## src/rtl/cpu_pkg.sv

```systemverilog
// Shared CPU types: opcode codes and the instr[31:21] match/mask constants used by fetch decode.
package cpu_pkg;
  localparam int INSTR_W = 32;

  typedef enum logic [3:0] {
    PC_INIT = 4'd0,
    ADDI    = 4'd1,
    ADDS    = 4'd2,
    BLT     = 4'd3,
    B       = 4'd4,
    CBZ     = 4'd5,
    LDUR    = 4'd6,
    LSL     = 4'd7,
    LSR     = 4'd8,
    MUL     = 4'd9,
    STUR    = 4'd10,
    SUBS    = 4'd11,
    INV     = 4'd12
  } opcode_t;

  // Exact 11-bit opcodes
  localparam logic [10:0] M_ADDS  = 11'b10101011000;
  localparam logic [10:0] M_LDUR  = 11'b11111000010;
  localparam logic [10:0] M_LSL   = 11'b11010011011;
  localparam logic [10:0] M_LSR   = 11'b11010011010;
  localparam logic [10:0] M_MUL   = 11'b10011011000;
  localparam logic [10:0] M_STUR  = 11'b11111000000;
  localparam logic [10:0] M_SUBS  = 11'b11101011000;

  // Shorter prefixes: match value with its significant-bit mask
  localparam logic [10:0] M_ADDI  = 11'b10010001000;
  localparam logic [10:0] K_ADDI  = 11'b11111111110;
  localparam logic [10:0] M_BCOND = 11'b01010100000;
  localparam logic [10:0] K_BCOND = 11'b11111111000;
  localparam logic [10:0] M_CBZ   = 11'b10110100000;
  localparam logic [10:0] K_CBZ   = 11'b11111111000;
  localparam logic [10:0] M_B     = 11'b00010100000;
  localparam logic [10:0] K_B     = 11'b11111100000;

  localparam logic [4:0]  COND_LT = 5'b01011;
endpackage

```

## src/rtl/opcode_decode.sv

```systemverilog
// Combinational classifier: 32-bit instruction word -> 4-bit opcode code, longest prefix first.
module opcode_decode
  import cpu_pkg::*;
(
  input  logic [INSTR_W-1:0] instr,
  output logic [3:0]         opcode
);
  logic [10:0] op;
  logic        unused_fields;

  assign op            = instr[31:21];
  assign unused_fields = ^instr[20:5];

  always_comb begin
    opcode = INV;
    if (op == M_ADDS)                      opcode = ADDS;
    else if (op == M_LDUR)                 opcode = LDUR;
    else if (op == M_LSL)                  opcode = LSL;
    else if (op == M_LSR)                  opcode = LSR;
    else if (op == M_MUL)                  opcode = MUL;
    else if (op == M_STUR)                 opcode = STUR;
    else if (op == M_SUBS)                 opcode = SUBS;
    else if ((op & K_ADDI) == M_ADDI)      opcode = ADDI;
    else if ((op & K_BCOND) == M_BCOND)    opcode = (instr[4:0] == COND_LT) ? BLT : INV;
    else if ((op & K_CBZ) == M_CBZ)        opcode = CBZ;
    else if ((op & K_B) == M_B)            opcode = B;
  end
endmodule

```

## src/rtl/fetch_stage.sv

```systemverilog
// Instruction fetch with PC register and IF/ID pipeline register.
// Define ILLEGAL_HALT_EN to halt fetch after delivering an illegal (INV) word.
//
// state   | meaning
// INIT    | first cycle after reset, IF/ID bubble, PC held
// RUN     | fetching: branch redirect > stall > normal capture
// HALT    | frozen on illegal word, left only by br_taken or reset
module fetch_stage
  import cpu_pkg::*;
#(
  parameter int               PC_W     = 64,
  parameter logic [PC_W-1:0]  RESET_PC = '0
) (
  input  logic              clk,
  input  logic              reset,
  output logic [PC_W-1:0]   imem_addr,
  input  logic [31:0]       imem_rdata,
  input  logic              stall,
  input  logic              br_taken,
  input  logic [PC_W-1:0]   br_target,
  output logic              id_valid,
  output logic [PC_W-1:0]   id_pc,
  output logic [31:0]       id_instr,
  output logic [3:0]        id_opcode,
  output logic              halted
);
  localparam logic [1:0] ST_INIT = 2'd0;
  localparam logic [1:0] ST_RUN  = 2'd1;
  localparam logic [1:0] ST_HALT = 2'd2;

`ifdef ILLEGAL_HALT_EN
  localparam bit HALT_ON_INV = 1'b1;
`else
  localparam bit HALT_ON_INV = 1'b0;
`endif

  logic [1:0]      state;
  logic [PC_W-1:0] pc;
  logic [3:0]      dec_opcode;

  opcode_decode u_dec (
    .instr  (imem_rdata),
    .opcode (dec_opcode)
  );

  assign imem_addr = pc;

  always_ff @(posedge clk or posedge reset) begin
    if (reset) begin
      state     <= ST_INIT;
      pc        <= RESET_PC;
      id_valid  <= 1'b0;
      id_pc     <= '0;
      id_instr  <= '0;
      id_opcode <= PC_INIT;
    end else begin
      case (state)
        ST_INIT: begin
          state     <= ST_RUN;
          id_valid  <= 1'b0;
          id_instr  <= '0;
          id_opcode <= PC_INIT;
        end
        ST_RUN: begin
          if (br_taken) begin
            pc        <= br_target;
            id_valid  <= 1'b0;
            id_instr  <= '0;
            id_opcode <= PC_INIT;
          end else if (!stall) begin
            pc        <= pc + PC_W'(4);
            id_valid  <= 1'b1;
            id_pc     <= pc;
            id_instr  <= imem_rdata;
            id_opcode <= dec_opcode;
            if (HALT_ON_INV && dec_opcode == INV) state <= ST_HALT;
          end
        end
        ST_HALT: begin
          // An older branch may squash the illegal word, so br_taken reopens fetch.
          id_valid  <= 1'b0;
          id_instr  <= '0;
          id_opcode <= PC_INIT;
          if (br_taken) begin
            pc    <= br_target;
            state <= ST_RUN;
          end
        end
        default: state <= ST_INIT;
      endcase
    end
  end

`ifdef ILLEGAL_HALT_EN
  assign halted = (state == ST_HALT);
`else
  assign halted = 1'b0;
`endif
endmodule

```

## config.mk

```make
export PLATFORM = sky130hd
export DESIGN_NAME = fetch_stage
export DESIGN_NICKNAME = d
export VERILOG_FILES = /design/src/rtl/cpu_pkg.sv /design/src/rtl/opcode_decode.sv /design/src/rtl/fetch_stage.sv
export SDC_FILE = /design/constraint.sdc
export NUM_CORES = 1
export LEC_CHECK = 0
export BUFFER_PORTS_ARGS = -buffer_cell sky130_fd_sc_hd__buf_4
export CAP_MARGIN = 10
export CORE_AREA = 2 2 187 97
export DETAILED_ROUTE_END_ITERATION = 7
export DIE_AREA = 0 0 189 99
export GPL_TIMING_DRIVEN = 1
export MAX_ROUTING_LAYER = met4
export PLACE_DENSITY = 0.84
export SYNTH_ARGS = -nofsm -noshare
export SYNTH_HDL_FRONTEND = slang
export SYNTH_SLANG_ARGS = --single-unit
export TNS_END_PERCENT = 10
```

## constraint.sdc

```tcl
create_clock -name clk -period 5.2 [get_ports clk]
set_input_delay 0 -clock clk [delete_from_list [all_inputs] [get_ports clk]]
set_output_delay 0 -clock clk [all_outputs]
set_load 0.02 [all_outputs]
```

Word-level counts from Yosys, hierarchy flattened

Index checks and enable logic that the tools add are counted.

Register bits after elaboration: 167
Input bits: 100
Output and inout bits: 166
Word-level logic and storage cells: 61

Add/sub/neg operators: 1
Equality and inequality tests: 16
Mux-type cells: 27
Bitwise gates (word level): 3
Reduce and logical (&&, ||, !) cells: 8

Operator list:

| cell                  | number |
|---|---|
| $mux 64               | 3 |
| $pmux 64 s2           | 1 |
| $eq 11x11->1 const B  | 7 |
| $add 64x3->64 const B | 1 |
| $mux 32               | 2 |
| $pmux 32 s2           | 1 |
| $mux 4                | 14 |
| $eq 10x10->1 const B  | 1 |
| $eq 8x7->1 const B    | 1 |
| $eq 8x8->1 const B    | 1 |
| $pmux 4 s2            | 1 |
| $eq 6x3->1 const B    | 1 |
| $pmux 2 s3            | 1 |
| $reduce_and 3->1      | 2 |
| $eq 5x4->1 const B    | 1 |
| $reduce_and 2->1      | 2 |
| $reduce_bool 2->1     | 2 |
| $ne 3x3->1 const B    | 1 |
| $not 1->1             | 3 |
| $eq 2x1->1 const B    | 1 |
| $eq 2x2->1 const B    | 1 |
| $logic_not 2->1       | 1 |
| $mux 1                | 2 |
| $mux 2                | 1 |
| 3 further kinds       | 3 |

Logic depth before layout (Yosys ltp)

Depth in word-level cells: 15
Gate-level depth with buffers: 9
Mapped depth without buffers: 6

Cells and area by module

Synthesis repeated with hierarchy kept, for this count alone.

Cell total of the unflattened synthesis: 869
Area, all modules: 8692.1 um^2

By module, submodules not included:

| module        | times used | cells an instance | area each (um^2) | seq. area each (um^2) |
|---|---|---|---|---|
| fetch_stage   | 1          | 833               | 8391.8           | 4154.0 |
| opcode_decode | 1          | 36                | 300.3            | 0.0 |

Least setup slack after synthesis

No wires, ideal clock.

Path kind: register to register
Start point: reg pc[2], in the netlist imem_addr[2]
End point: reg pc[40], in the netlist imem_addr[40]
Library setup time: 69 ps
Data arrival time: 2050 ps
Required time: 5131 ps
Slack: 3081 ps
Cell stages (with the launch flop): 9
Path buffers: 2
Period minus slack after synthesis: 2119 ps
Cells stage by stage: dfrtp_1 > ha_1 > and2_1 > and4_1 > buf_2 > and3_1 > buf_2 > or4b_1 > nand3_1

Cells in the longest elaborated chain, start to end: 4

RTL lines:

| item                     | RTL line          | RTL |
|---|---|---|
| start: declaration       | fetch_stage.sv:38 | `logic [PC_W-1:0] pc;` |
| start signal: assignment | fetch_stage.sv:66 | `pc <= br_target;` |
| start signal: assignment | fetch_stage.sv:71 | `pc <= pc + PC_W'(4);` |
| start signal: assignment | fetch_stage.sv:85 | `pc <= br_target;` |
| $add 64x3->64            | fetch_stage.sv:71 |  |
| $mux 64                  | fetch_stage.sv:70 | `end else if (!stall) begin` |
| $mux 64                  | fetch_stage.sv:65 | `if (br_taken) begin` |
| $pmux 64 s2              | fetch_stage.sv:57 | `case (state)` |

Every way passes these cells. The select of a mux whose other input is x is not followed.
A chain may end at the register's enable or synchronous reset.

Final worst setup path

Start point: reg state[0]
End point: reg id_pc[6]

Cells in the longest elaborated chain, start to end: 2

RTL lines:

| item                              | RTL line          | RTL |
|---|---|---|
| start: declaration                | fetch_stage.sv:37 | `logic [1:0] state;` |
| start signal: assignment          | fetch_stage.sv:50 | `state <= ST_INIT;` |
| start signal: assignment          | fetch_stage.sv:59 | `state <= ST_RUN;` |
| start signal: assignment          | fetch_stage.sv:76 | `if (HALT_ON_INV && dec_opcode == INV) state <= ST_HALT;` |
| $eq 2x1->1                        | fetch_stage.sv:57 |  |
| $reduce_and 3->1 (no source line) | n/a               |  |
| end signal: assignment            | fetch_stage.sv:73 | `id_pc <= pc;` |
| end: declaration                  | fetch_stage.sv:22 | `output logic [PC_W-1:0] id_pc,` |

Every way passes these cells.

==> results.sh <==
export IMPL_status="complete, no violations"
export IMPL_post_route_cells_drive_above_1_share=0.2620
export IMPL_final_hold_viol_count=0
export IMPL_postLayoutCellArea_sq_um=12040
export IMPL_hp_start="br_target[52]"
export IMPL_max_cap_violations=0
export IMPL_ff2ff_path_depth=7
export IMPL_reg2reg_slack_ns=2.35
export IMPL_power_density_nw_per_um2=334.2
export IMPL_synth_seq_area_share=0.4916
export IMPL_hold_end="imem_addr[52]"
export IMPL_leakage_nw=5.802
export IMPL_syn2layout_area_growth_pct=42.45
export IMPL_drtPass1Iterations=7
export IMPL_postCtsSetupBuffers=0
export IMPL_ys_warn_count=0
export IMPL_diodes=0
export IMPL_synth_cell_type_count=72
export IMPL_relSlewSlack=0.2217
export IMPL_post_dp_hpwl_um=21210
export IMPL_final_cell_mix="276 x buf_4, 224 x nand2_1, 166 x dfrtp_1"
export IMPL_via_count=9039
export IMPL_yosysTopAreaCellShare=0.4916
export IMPL_max_freq_ghz=0.3504
export IMPL_final_setup_tns_ns=0
export IMPL_hp_class="input pin to register"
export IMPL_synth_top_cells_by_area="dfrtp_1 49%, nand2_1 9.9%, a22o_1 4.2%"
export IMPL_worst_slack_ns=2.346
export IMPL_htreeDepth=4
export IMPL_reg2reg_from="state[0]"
export IMPL_fp_row_count=34
export IMPL_synth_area_per_cell_sq_um=8.990
export IMPL_drv_slew=0
export IMPL_die_area_sq_um=18710
export IMPL_met2WireLength_um=13290
export IMPL_syn_cell_area_sq_um=8451
export IMPL_dp_slack_ns=2.429
export IMPL_route_met3_wl_um=3472
export IMPL_post_route_drc_count=0
export IMPL_crit_type="register to register"
export IMPL_drt_iter0_drc=1090
export IMPL_gp_congestion=0.9519
export IMPL_cts_tree="yes"
export IMPL_synth_async_reset_ratio=1.000
export IMPL_final_common_cell="buf_4"
export IMPL_layout_nets=1359
export IMPL_synth_ff_type="dfrtp_1"
export IMPL_clk_latency_ns=0.42
export IMPL_ir_drop_mv=0.2211
export IMPL_grt_pass1_wl_um=48730
export IMPL_placed_cell_area_sq_um=10580
export IMPL_worstMarginPinSlew_ns=1.166
export IMPL_finalWirelength_um=31200
export IMPL_setup_violations=0
export IMPL_crit_arrival_ns=3.21
export IMPL_synth_edf_count=0
export IMPL_endpoint_kind="register"
export IMPL_design_core_area_sq_um=17060
export IMPL_worst_r2r_endpoint="id_pc[6]"
export IMPL_die_h_um=99
export IMPL_hold_depth=4
export IMPL_timing_final_crit_share=0.5488
export IMPL_worstPathMaxFanout=50
export IMPL_pin_count=266
export IMPL_die_w_um=189
export IMPL_grt_max_degree=117
export IMPL_hold_slack_ns=0.03478
export IMPL_grtUsageTotal=0.3458
export IMPL_ys_seq_elements=166
export IMPL_cts_root_buf="clkbuf_16"
export IMPL_viasPerCell=6.006
export IMPL_place_inst=1382
export IMPL_port_buffers=264
export IMPL_syn_inst=940
export IMPL_layout_min_cycle_time_ns=2.854
export IMPL_highest_layer="met4"
export IMPL_start_util=0.4954
export IMPL_fin_util=0.7057
export IMPL_worst_ep_required_time_ns=5.56
export IMPL_rsz0062_at_grt="no"
export IMPL_start_kind="register"
export IMPL_path_clk_slew_ns=0.07
export IMPL_cts_sinks=166
export IMPL_ant_nets=0
export IMPL_clock_skew_final_ns=0.01422
export IMPL_synth_top_cell_by_area="dfrtp_1"
export IMPL_synth_fp_nets=1041
export IMPL_cts_max_path_buffers=2
export IMPL_wire_per_inst_um=20.73
export IMPL_grt_pass1_vias=8574
export IMPL_grt_overflow=0
export IMPL_total_power_mw=4.023
export IMPL_final_cells=1505
export IMPL_wl_met1_um=13970
export IMPL_grt_antenna_before_repair=0
export IMPL_nFillCells=1361
export IMPL_cts_buffers=17
[worst max-delay path: stages (launching register included)]
cell and delay, ns:
dfrtp_1 0.35, buf_4 0.44, nand2b_1 0.28, nor2_4 0.51, buf_4 0.59, buf_4 0.38, nand2_1 0.09, nand2_1 0.06
[cells in the mapped netlist (3+ instances only)]
| library cell | n |
|---|---|
| o211ai_1 | 7 |
| o21ai_0 | 34 |
| nor4_1 | 7 |
| nor3_1 | 14 |
| nor2_1 | 49 |
| and2_1 | 8 |
| a211oi_1 | 3 |
| nand2_1 | 224 |
| clkbuf_1 | 45 |
| nand4_1 | 39 |
| buf_2 | 18 |
| a21oi_1 | 38 |
| a22oi_1 | 5 |
| nor2b_1 | 9 |
| buf_1 | 4 |
| and4_1 | 9 |
| or4_1 | 5 |
| a31oi_1 | 8 |
| inv_1 | 13 |
| nor4b_1 | 5 |
| a22o_1 | 41 |
| or3_1 | 12 |
| mux2i_1 | 25 |
| o22ai_1 | 21 |
| and3_1 | 23 |
| nor4_2 | 4 |
| nand3_1 | 44 |
| dfrtp_1 | 166 |
| a311oi_1 | 6 |
[sequential cells by signal (all words and copies together), names as in the netlist]
register and cells:
state 1, imem_addr 64, id_opcode 4, id_valid 1
id_pc 64, id_instr 32
[per-layer routing]
metal,track usage,up-vias
met4,0.07632,0
met3,0.09224,51
met5,-,-
met1,0.5059,4365
met2,0.4773,580
li1,-,4043
[cells by family after synthesis]
group | synth area share
adder cells (fa/ha/maj) | 0.001480
AO/OA/AOI/OAI | 0.1568
other | 0.0008887
multiplexers | 0.02961
buffers and inverters | 0.03953
flip-flops | 0.4916
AND/OR/NAND/NOR | 0.2801
[worst max-delay path by stage]
stage | end | cells after the start | slack [ns] | start
final | id_pc[6] | 7 | 2.35 | state[0]
after detailed placement | id_pc[17] | 7 | 2.43 | state[0]
after floorplan | id_instr[0] | 1 | 0.71 | reset
after CTS | id_pc[17] | 7 | 2.41 | state[0]
after global placement | id_pc[21] | 7 | 2.56 | state[0]
after global routing | id_pc[11] | 7 | 2.15 | state[0]
[what timing repair did]
| action | CTS | global route |
|---|---|---|
| hold buffers | 91 | 0 |
| hold endpoints to repair | 207 | 0 |
| resized for setup | 0 | 0 |
[power by group]
| part | total (mW) | internal [mW] | switching (mW) | leakage, nW |
|---|---|---|---|---|
| Sequential | 1.72 | 1.47 | 0.248 | 2.07 |
| Combinational | 1.11 | 0.480 | 0.627 | 3.47 |
| Clock | 1.19 | 0.641 | 0.552 | 0.262 |
[final cells by class]
class                      instances  area [sq um]  share of cell area
clock buffer                      19         452.9             0.03763
clock inverter                    13         97.59            0.008107
inverter                          14         57.56            0.004781
multi-input combinational        692          4000              0.3323
sequential                       166          4154              0.3451
tap                              234         292.8             0.02432
timing repair buffer             367          2983              0.2478
(Power assumes the default switching activity.)
